===== src/rtl/pipe_pkg.sv =====
// pipe_pkg: shared types and sizing for the pipeline run/hazard controller
package pipe_pkg;
  localparam int NREG = 16;
  localparam int RIDX_W = 4;
  localparam int LAT = 2;
  typedef enum logic [1:0] {IDLE, RUN, DRAIN} state_t;
  typedef struct packed {
    logic v;
    logic [RIDX_W-1:0] rd;
  } sb_entry_t;
endpackage


===== src/rtl/pipe_scoreboard.sv =====
// pipe_scoreboard: shift line of in-flight register writes with RAW hit decode
module pipe_scoreboard
  import pipe_pkg::*;
(
  input  logic              clk,
  input  logic              rst,
  input  logic              push,
  input  logic              push_v,
  input  logic [RIDX_W-1:0] push_rd,
  input  logic [RIDX_W-1:0] rs,
  input  logic [RIDX_W-1:0] rt,
  output logic              hit_rs,
  output logic              hit_rt,
  output logic              empty
);
  sb_entry_t [LAT-1:0] line;
  sb_entry_t head;
  logic [NREG-1:0] pending;
  assign head = '{v: push && push_v, rd: push ? push_rd : '0};
  // Advance one slot per clock; edges without an issue insert an invalid slot
  always_ff @(posedge clk or posedge rst)
    if (rst) line <= '0;
    else line <= {line[LAT-2:0], head};
  // Decode in-flight destinations into a per-register pending mask
  always_comb begin
    pending = '0;
    for (int i = 0; i < LAT; i++) if (line[i].v) pending[line[i].rd] = 1'b1;
  end
  // The last slot retires on the coming edge, so only earlier slots keep the line busy
  always_comb begin
    empty = 1'b1;
    for (int i = 0; i < LAT - 1; i++) if (line[i].v) empty = 1'b0;
  end
  assign hit_rs = rs != '0 && pending[rs];
  assign hit_rt = rt != '0 && pending[rt];
endmodule


===== src/rtl/pipe_ctrl.sv =====
// pipe_ctrl: idle/run/drain sequencing and RAW stall control; PIPE_CTRL_STALL_CNT_EN adds a stall counter
module pipe_ctrl
  import pipe_pkg::*;
(
  input  logic              clk,
  input  logic              rst,
  input  logic              start,
  input  logic              halt_req,
  input  logic              id_valid,
  input  logic [RIDX_W-1:0] id_rs,
  input  logic [RIDX_W-1:0] id_rt,
  input  logic [RIDX_W-1:0] id_rd,
  input  logic              id_wr,
  output logic              pc_en,
  output logic              id_en,
  output logic              ex_bubble,
  output logic              busy,
  output logic              done,
  output logic [15:0]       stall_cnt
);
  state_t state, state_nx;
  logic hit_rs, hit_rt, empty, hazard, run_ok, issue;
  assign hazard = id_valid && (hit_rs || hit_rt);
  assign run_ok = state == RUN && !hazard;
  assign issue = run_ok && id_valid;
  pipe_scoreboard u_sb (
    .clk(clk),
    .rst(rst),
    .push(issue),
    .push_v(id_wr && id_rd != '0),
    .push_rd(id_rd),
    .rs(id_rs),
    .rt(id_rt),
    .hit_rs(hit_rs),
    .hit_rt(hit_rt),
    .empty(empty)
  );
  // State register plus the one-cycle done pulse on leaving DRAIN
  always_ff @(posedge clk or posedge rst)
    if (rst) begin
      state <= IDLE;
      done <= 1'b0;
    end else begin
      state <= state_nx;
      done <= state == DRAIN && state_nx == IDLE;
    end
  // Next state and pipeline enables; only a hazard-free RUN cycle lets the pipe advance
  always_comb begin
    state_nx = state == IDLE ? (start ? RUN : IDLE) :
               state == RUN  ? (halt_req ? DRAIN : RUN) :
               (empty ? IDLE : DRAIN);
    pc_en = run_ok;
    id_en = run_ok;
    ex_bubble = !run_ok || !id_valid;
    busy = state != IDLE;
  end
`ifdef PIPE_CTRL_STALL_CNT_EN
  logic [15:0] cnt;
  // Saturating count of hazard cycles in RUN, restarted on each IDLE->RUN
  always_ff @(posedge clk or posedge rst)
    if (rst) cnt <= '0;
    else if (state == IDLE && start) cnt <= '0;
    else if (state == RUN && hazard && cnt != 16'hFFFF) cnt <= cnt + 16'd1;
  assign stall_cnt = cnt;
`else
  assign stall_cnt = '0;
`endif
endmodule


===== config.mk =====
export PLATFORM = sky130hd
export DESIGN_NAME = pipe_ctrl
export DESIGN_NICKNAME = d
export VERILOG_FILES = /design/src/rtl/pipe_pkg.sv /design/src/rtl/pipe_scoreboard.sv /design/src/rtl/pipe_ctrl.sv
export SDC_FILE = /design/constraint.sdc
export NUM_CORES = 1
export LEC_CHECK = 0
export ABC_CLOCK_PERIOD_IN_PS = 4150
export BUFFER_PORTS_ARGS = -buffer_cell sky130_fd_sc_hd__buf_2
export CAP_MARGIN = 15
export CORE_MARGIN = 8
export CORE_UTILIZATION = 30
export DETAILED_ROUTE_END_ITERATION = 8
export GPL_TIMING_DRIVEN = 0
export PLACE_DENSITY_LB_ADDON = 0.08
export SKIP_CTS_REPAIR_TIMING = 1
export SYNTH_ARGS = -nofsm -noshare
export SYNTH_HDL_FRONTEND = slang
export SYNTH_SLANG_ARGS = --single-unit

===== constraint.sdc =====
create_clock -name clk -period 4.15 [get_ports clk]
set_input_delay 0.83 -clock clk [delete_from_list [all_inputs] [get_ports clk]]
set_output_delay 0.83 -clock clk [all_outputs]
set_load 0.02 [all_outputs]

==> metrics.cfg, run 1 <==
[status]
status=finished clean

[global_route]
track_usage_pct=9.378
grt_pass1_vias=1123
grt_max_degree=14
grt.overflow.total=0
grt_pass1_wl_mm=4.974
antenna_found_initial=0

[critical_path]
critical_path.top_delay_family=compound AO/OA/AOI/OAI gates
crit_slowest_cell=a2111oi_1
cp.buffers_inverters=2
cp_slowest_stage_delay_ns=0.57
path_class=flip-flop to primary output
reg2reg_depth=6
endpoint_kind=primary output
path_cells=nor2b_1 -> a22oi_1 -> a2111oi_1 -> a211oi_2 -> nor3_2 -> o41ai_1 -> buf_4 -> buf_2
cp.required_ns=3.32
crit_arrival_ns=2.84
r2r-end=u_sb.line[4]$_DFF_PP0_
startpoint_type=flip-flop
regToRegStartpoint=u_sb.line[0]$_DFF_PP0_
worst-r2r-setup-slack_ns=1.73
cp_max_fo=7

[final_layout]
ff_latch_area_um2=325.3
nets=194
diodes=0
area_growth_pct=22.33
multi_input_area_um2=760.7
finish.instance_area_um2=1474
drive_above_1_share_pct=34.29
utilization_pct=37.39
fillCellCount=397

[yosys]
synth_top_family_by_area=compound AO/OA/AOI/OAI gates
synthFlopType=dfrtp_1
synthesis.area_um2=1205
synth.distinct_cells=47
synthCells=135
synthAdderAreaFrac_pct=0
synth_compound_area_share_pct=27.73
synth_edf_count=0
ys_seq_elements=13
yosys_warnings=0
synth-seq-area-share_pct=27.00
synth_xor_area_share_pct=1.454
synthSimpleGateAreaFrac_pct=27.10
syn_avg_cell_area_um2=8.925
async_flop_share_pct=100.0
synth_mux_area_share_pct=1.869

[min_path]
min_path_cells=0
min_path_type=flip-flop to flip-flop
worst_hold_path.endpoint=u_sb.line[8]$_DFF_PP0_
min_from=u_sb.line[3]$_DFF_PP0_

[routing]
vias=1165
wirelength_mm=3.081
viasPerCell=5.178
final_antenna_net_count=0
drt_pass1_iterations=4
drc=0
wl_per_cell_um=13.69
drtIter0Drc=114

[floorplan]
ios=39
core_area_um2=3943
initial_core_util_pct=30.56
fp-row-count=23
fp.dieW_um=79.38
die_area_um2=6300
die_y_um=79.38

[sta]
maxSlewViolCount=0
period_minus_slack_ns=3.673
fin_crit_sh_pct=88.50
rsz0062_at_grt=false
hold_viol_final=0
finalSetupViolCount=0
finClkSkew_ns=0.004611
worst_pin_slew_ns=0.5031
timing.fmax_ghz=0.2723
finalSetupTns_ns=0
setup_ws_ns=0.4772
slew_headroom_pct=66.38

[power_and_ir_drop]
p_leak_nw=0.6582
ir_worst_vdd_uv=170.7
finalPower_w=0.0003915
powerDensity_nw_per_um2=265.6

[run]
drv_cap=0

[placed_design]
globalplace.congestion=0.8931
pre_cts_ws_ns=0.5875
placed_cell_area_um2=1429
portBuffers=21
hpwl_mm=2.527

[clock_tree]
path_clk_slew_ns=0.05
cts_root_buf=clkbuf_8
cts_tree=yes
numCtsBuffers=3
clock_sinks=13
h-tree-depth=1
cts_buffer_depth=2
clock_latency_ns=0.24

-- where the power goes --
group / switching, W / internal [W]
Clock: 0.0000410 / 0.0000675
Combinational: 0.0000796 / 0.0000536
Sequential: 0.0000116 / 0.000138
Total: 0.000132 / 0.000259
-- cells in the mapped netlist (all sizes together) (4+ instances only) --
cell    instances  share of area, %
a221oi          7               5.1
or3             6               3.3
nor2            8               2.5
nor4b           4               2.9
inv             7               2.2
a22oi           7               4.4
nand3           5               2.1
a22o            5               3.7
dfrtp          13                27
nor2b           4               2.3
and3b           4               3.5
buf            17                11
nand2           4               1.2
-- final cells by class --
cell class,instances,area share [%]
timing repair buffer,21,7.131
clock buffer,4,3.056
sequential,13,22.07
buffer,20,10.10
tap,50,4.244
inverter,7,1.783
multi-input combinational,110,51.61
-- registers in the layout, summed over array words and instances, names as in the netlist --
register and cells:
done 1, u_sb.line 10, state 2
-- worst max path at each step --
stage / start / to / slack, ns / cells after the start
finish: u_sb.line[0]$_DFF_PP0_ / pc_en / 0.48 / 8
global route: u_sb.line[8]$_DFF_PP0_ / pc_en / 0.25 / 8
CTS: u_sb.line[0]$_DFF_PP0_ / pc_en / 0.48 / 8
detailed placement: id_rt[0] / pc_en / 0.59 / 9
global placement: id_rt[0] / pc_en / 0.63 / 9
floorplan: id_rt[2] / pc_en / 0.41 / 6
-- cells in the final DEF (no fill, tap or decap), types with 5 or more instances in the layout --
cell,instances
a22oi_1,7
dfrtp_1,13
inv_1,7
nor2_1,8
conb_1,16
a221oi_1,7
nand3_1,5
buf_2,21
buf_4,17
-- logic make-up (layout without fill, tap and decap cells) --
kind of cell              Yosys count  in the layout
muxes                               1              1
xor gates and xnor gates            2              2
buffers and inverters              27             52
DFF                                13             13
AOI/OAI and AO/OA                  41             41
other                               1             16
and+or+nand+nor                    50             50
-- through the flow --
stage	instances	hold slack [ns]
floorplan	150	0.4094
global route	225	0.4799
detailed placement	221	0.4445
global placement	221	0.4259
finish	225	0.4516
CTS	225	0.4511
-- routing by layer --
layer	wire [µm]	GRT usage, %	part of all wire [%]
met1	1314	10.92	43
met2	1433	15.69	47
met3	272	2.365	8.8
met4	61	4.444	2.0
met5	0	0	0
-- worst reg2reg max path: stages, from the launching register on --
cell       delay, ns
dfrtp_1         0.42
nor2b_1         0.43
a22oi_1         0.22
a2111oi_1       0.57
a211oi_2        0.07
nor3_2          0.44
nor4_1          0.13
(Power assumes the default switching activity.)
==> inputs of run 2 (changes only) <==
--- a/config.mk
+++ b/config.mk
@@ -16,4 +16,5 @@
 export SKIP_CTS_REPAIR_TIMING = 1
 export SYNTH_ARGS = -nofsm -noshare
 export SYNTH_HDL_FRONTEND = slang
+export SYNTH_HIERARCHICAL = 1
 export SYNTH_SLANG_ARGS = --single-unit
==> run 2 against run 1 <==
Compared with the run above: sequential power up 3%; critical endpoint unchanged; clock power about the same; wire length up 0.65%; total power up 4.1%; via count down 3.9%; design area down 1.0%; largest power group unchanged; core utilization down 0.11 points; synthesized cell count up 5.2%; critical path type is now input pin to primary output; flip-flop and latch count unchanged; count of clock-buffer cells in the layout unchanged.
==> metrics.cfg, run 2 <==
[status]
status=finished clean

[sta]
finClkSkew_ns=0.002514  ; -0.002097 ns
fin_crit_sh_pct=85.35  ; -3.1 points
finalSetupViolCount=0  ; unchanged
period_minus_slack_ns=3.542  ; -0.1307 ns
hold_viol_final=0  ; unchanged
finalSetupTns_ns=0  ; unchanged
timing.fmax_ghz=0.2823  ; +3.7%
rsz0062_at_grt=false
maxSlewViolCount=0  ; unchanged

[yosys]
synthFlopType=dfrtp_1
async_flop_share_pct=100.0  ; unchanged
syn_avg_cell_area_um2=8.415  ; -5.7%
synth_edf_count=0  ; unchanged
synthesis.area_um2=1195  ; -0.83%
synthTopCellsByCount=buf_4 (17), dfrtp_1 (13), inv_1 (11), o22ai_1 (7)
ys_seq_elements=13  ; unchanged
synth_most_common_cell=buf_4
synth-seq-area-share_pct=27.23  ; +0.23 points
synth_top_area_cell=dfrtp_1
ys_top_cells_by_area=dfrtp_1 (27%), buf_4 (11%), nand3b_1 (3.8%)
synth.top_cell.area_share_pct=27.23  ; +0.23 points
synth.distinct_cells=47  ; unchanged
synthCells=142  ; +5.2%
yosys_warnings=6  ; +6

[final_layout]
area_growth_pct=22.09
largest_reg_flops=10  ; unchanged
nets=200  ; +3.1%
regMostFlops=u_sb/line
diodes=0  ; unchanged
reg_top3=u_sb/line: 10 flops, state: 2 flops, done: 1 flops
final_cell_mix=buf_2 (23), buf_4 (17), conb_1 (16)
drive_above_1_share_pct=27.62  ; -6.7 points
finish.instance_area_um2=1459  ; -1.0%
final_common_cell=buf_2

[routing]
final_antenna_net_count=0  ; unchanged
drc=0  ; unchanged
vias=1119  ; -3.9%
drt_pass1_iterations=4  ; unchanged
wirelength_mm=3.101  ; +0.65%
viasPerCell=4.844  ; -6.4%
drtIter0Drc=52  ; -54%
wl_per_cell_um=13.42  ; -2.0%

[floorplan]
die_y_um=79.11  ; -0.33%
die_area_um2=6258  ; -0.67%
core_area_um2=3914  ; -0.73%
ios=39  ; unchanged
initial_core_util_pct=30.53  ; -0.031 points
fp-row-count=23  ; unchanged
fp.dieW_um=79.11  ; -0.33%

[placed_design]
globalplace.congestion=0.8202  ; -8.2%
hpwl_mm=2.584  ; +2.3%
portBuffers=20  ; -4.8%
placed_cell_area_um2=1414  ; -1.1%

[clock_tree]
cts_tree=yes
numCtsBuffers=3  ; unchanged
h-tree-depth=1  ; unchanged
path_clk_slew_ns=0.05  ; about the same
cts_root_buf=clkbuf_8
clock_latency_ns=0.24  ; about the same
cts_buffer_depth=2  ; unchanged
clock_sinks=13  ; unchanged

[critical_path]
worst_path_most_repeated_cell=buf_2
crit_arrival_ns=2.71  ; -0.13 ns
endpoint_kind=primary output
path_class=input pin to primary output
cp_max_fo=7  ; unchanged
crit_slowest_cell=a311oi_1
cp.required_ns=3.32  ; about the same
startpoint_type=input pin
cp.buffers_inverters=3  ; +1
critical_path.top_delay_family=compound AO/OA/AOI/OAI gates
path_cells=buf_2 -> xor2_1 -> nor4_1 -> a311oi_1 -> nor4b_1 -> a311o_1 -> o21ai_0 -> and2_2 -> buf_4 -> buf_2
cp_slowest_stage_delay_ns=0.35  ; -0.22 ns

[power_and_ir_drop]
ir_worst_vdd_uv=302.1  ; +77%
powerDensity_nw_per_um2=279.3  ; +5.2%
p_leak_nw=0.6817  ; +3.6%

[global_route]
grt_pass1_wl_mm=5.285  ; +6.3%
antenna_found_initial=0  ; unchanged
grt.overflow.total=0  ; unchanged
grt_pass1_vias=1138  ; +1.3%
grt_max_degree=11  ; -3
track_usage_pct=10.11  ; +0.73 points

[run]
drv_cap=0  ; unchanged

[min_path]
min_path_type=flip-flop to flip-flop

run 2: cell count changes in the layout (fill, tap and decap cells not counted), sizes merged, moves of 4 or more:
cell,change
inv,+4
nor2,-4
a221oi,-7
nand2b,+5
a22oi,-7
nand3b,+6
or3,-5
o22ai,+7
a22o,-4
and3b,-4
run 2: logic make-up after synthesis:
family,count (synthesis),share of synthesized area (%)
AO/OA/AOI/OAI,34,22.30
XOR/XNOR,6,4.399
buffers and inverters,33,16.65
flip-flops,13,27.22
multiplexers,3,2.513
other,1,0.3138
AND/OR/NAND/NOR,52,26.60
run 2: area by class of cell:
type	instances	area (µm²)
buffer	22	157.7
fill	430	2455
multi-input combinational	111	726.9
clock buffer	4	45.04
inverter	11	41.29
sequential	13	325.3
tap	50	62.56
timing repair buffer	20	100.1
run 2: final timing paths:
path | start | endpoint | slack, ns | depth (start not counted)
setup / recovery | id_rt[0] | pc_en | 0.61 | 10
hold / removal | u_sb/line[0]$_DFF_PP0_ | u_sb/line[5]$_DFF_PP0_ | 0.40 | 0
setup reg to reg | u_sb/line[1]$_DFF_PP0_ | u_sb/line[1]$_DFF_PP0_ | 1.81 | 8
hold reg to reg | u_sb/line[0]$_DFF_PP0_ | u_sb/line[5]$_DFF_PP0_ | 0.40 | 0
max in group asynchronous | rst | u_sb/line[8]$_DFF_PP0_ | 3.33 | 2
min in group asynchronous | rst | done$_DFF_PP0_ | 0.46 | 2
run 2: power breakdown:
part	internal, W	switching (W)	total, W
logic	0.0000643	0.0000815	0.000146
clock network	0.0000674	0.0000397	0.000107
registers	0.000140	0.0000147	0.000155
run 2: routing by layer:
layer  up-vias  global-route usage (%)  routed length (µm)
li1        569                       -                   -
met1       508                   12.45                1399
met2        38                   17.09                1483
met3         4                   2.596                 180
met4         0                   2.407                  38
met5         -                       0                   0
run 2: worst register-to-register path, cell delays in order, from the launching register on:
cell	delay, ns
dfrtp_1	0.46
or2_4	0.30
o32ai_2	0.27
mux2i_1	0.16
a2111oi_2	0.36
a311o_1	0.23
nor2_1	0.07
and3_1	0.22
and2_1	0.16
run 2: per-stage QoR:
| step | cells | power [W] | setup WS (ns) | utilization (%) | hold slack, ns |
|---|---|---|---|---|---|
| 6_report | 231 | 0.0004075 | 0.6080 | 37.28 | 0.4042 |
| 5_1_grt | 231 | 0.0004330 | 0.4997 | 37.28 | 0.4103 |
| 4_1_cts | 231 | 0.0004128 | 0.6505 | 37.28 | 0.4048 |
| 3_5_place_dp | 227 | 0.0003022 | 0.6749 | 36.13 | 0.3931 |
| 3_3_place_gp | 227 | 0.0002997 | 0.7286 | 36.13 | 0.3791 |
| 2_1_floorplan | 157 | 0.0002632 | 0.9097 | - | 0.3745 |
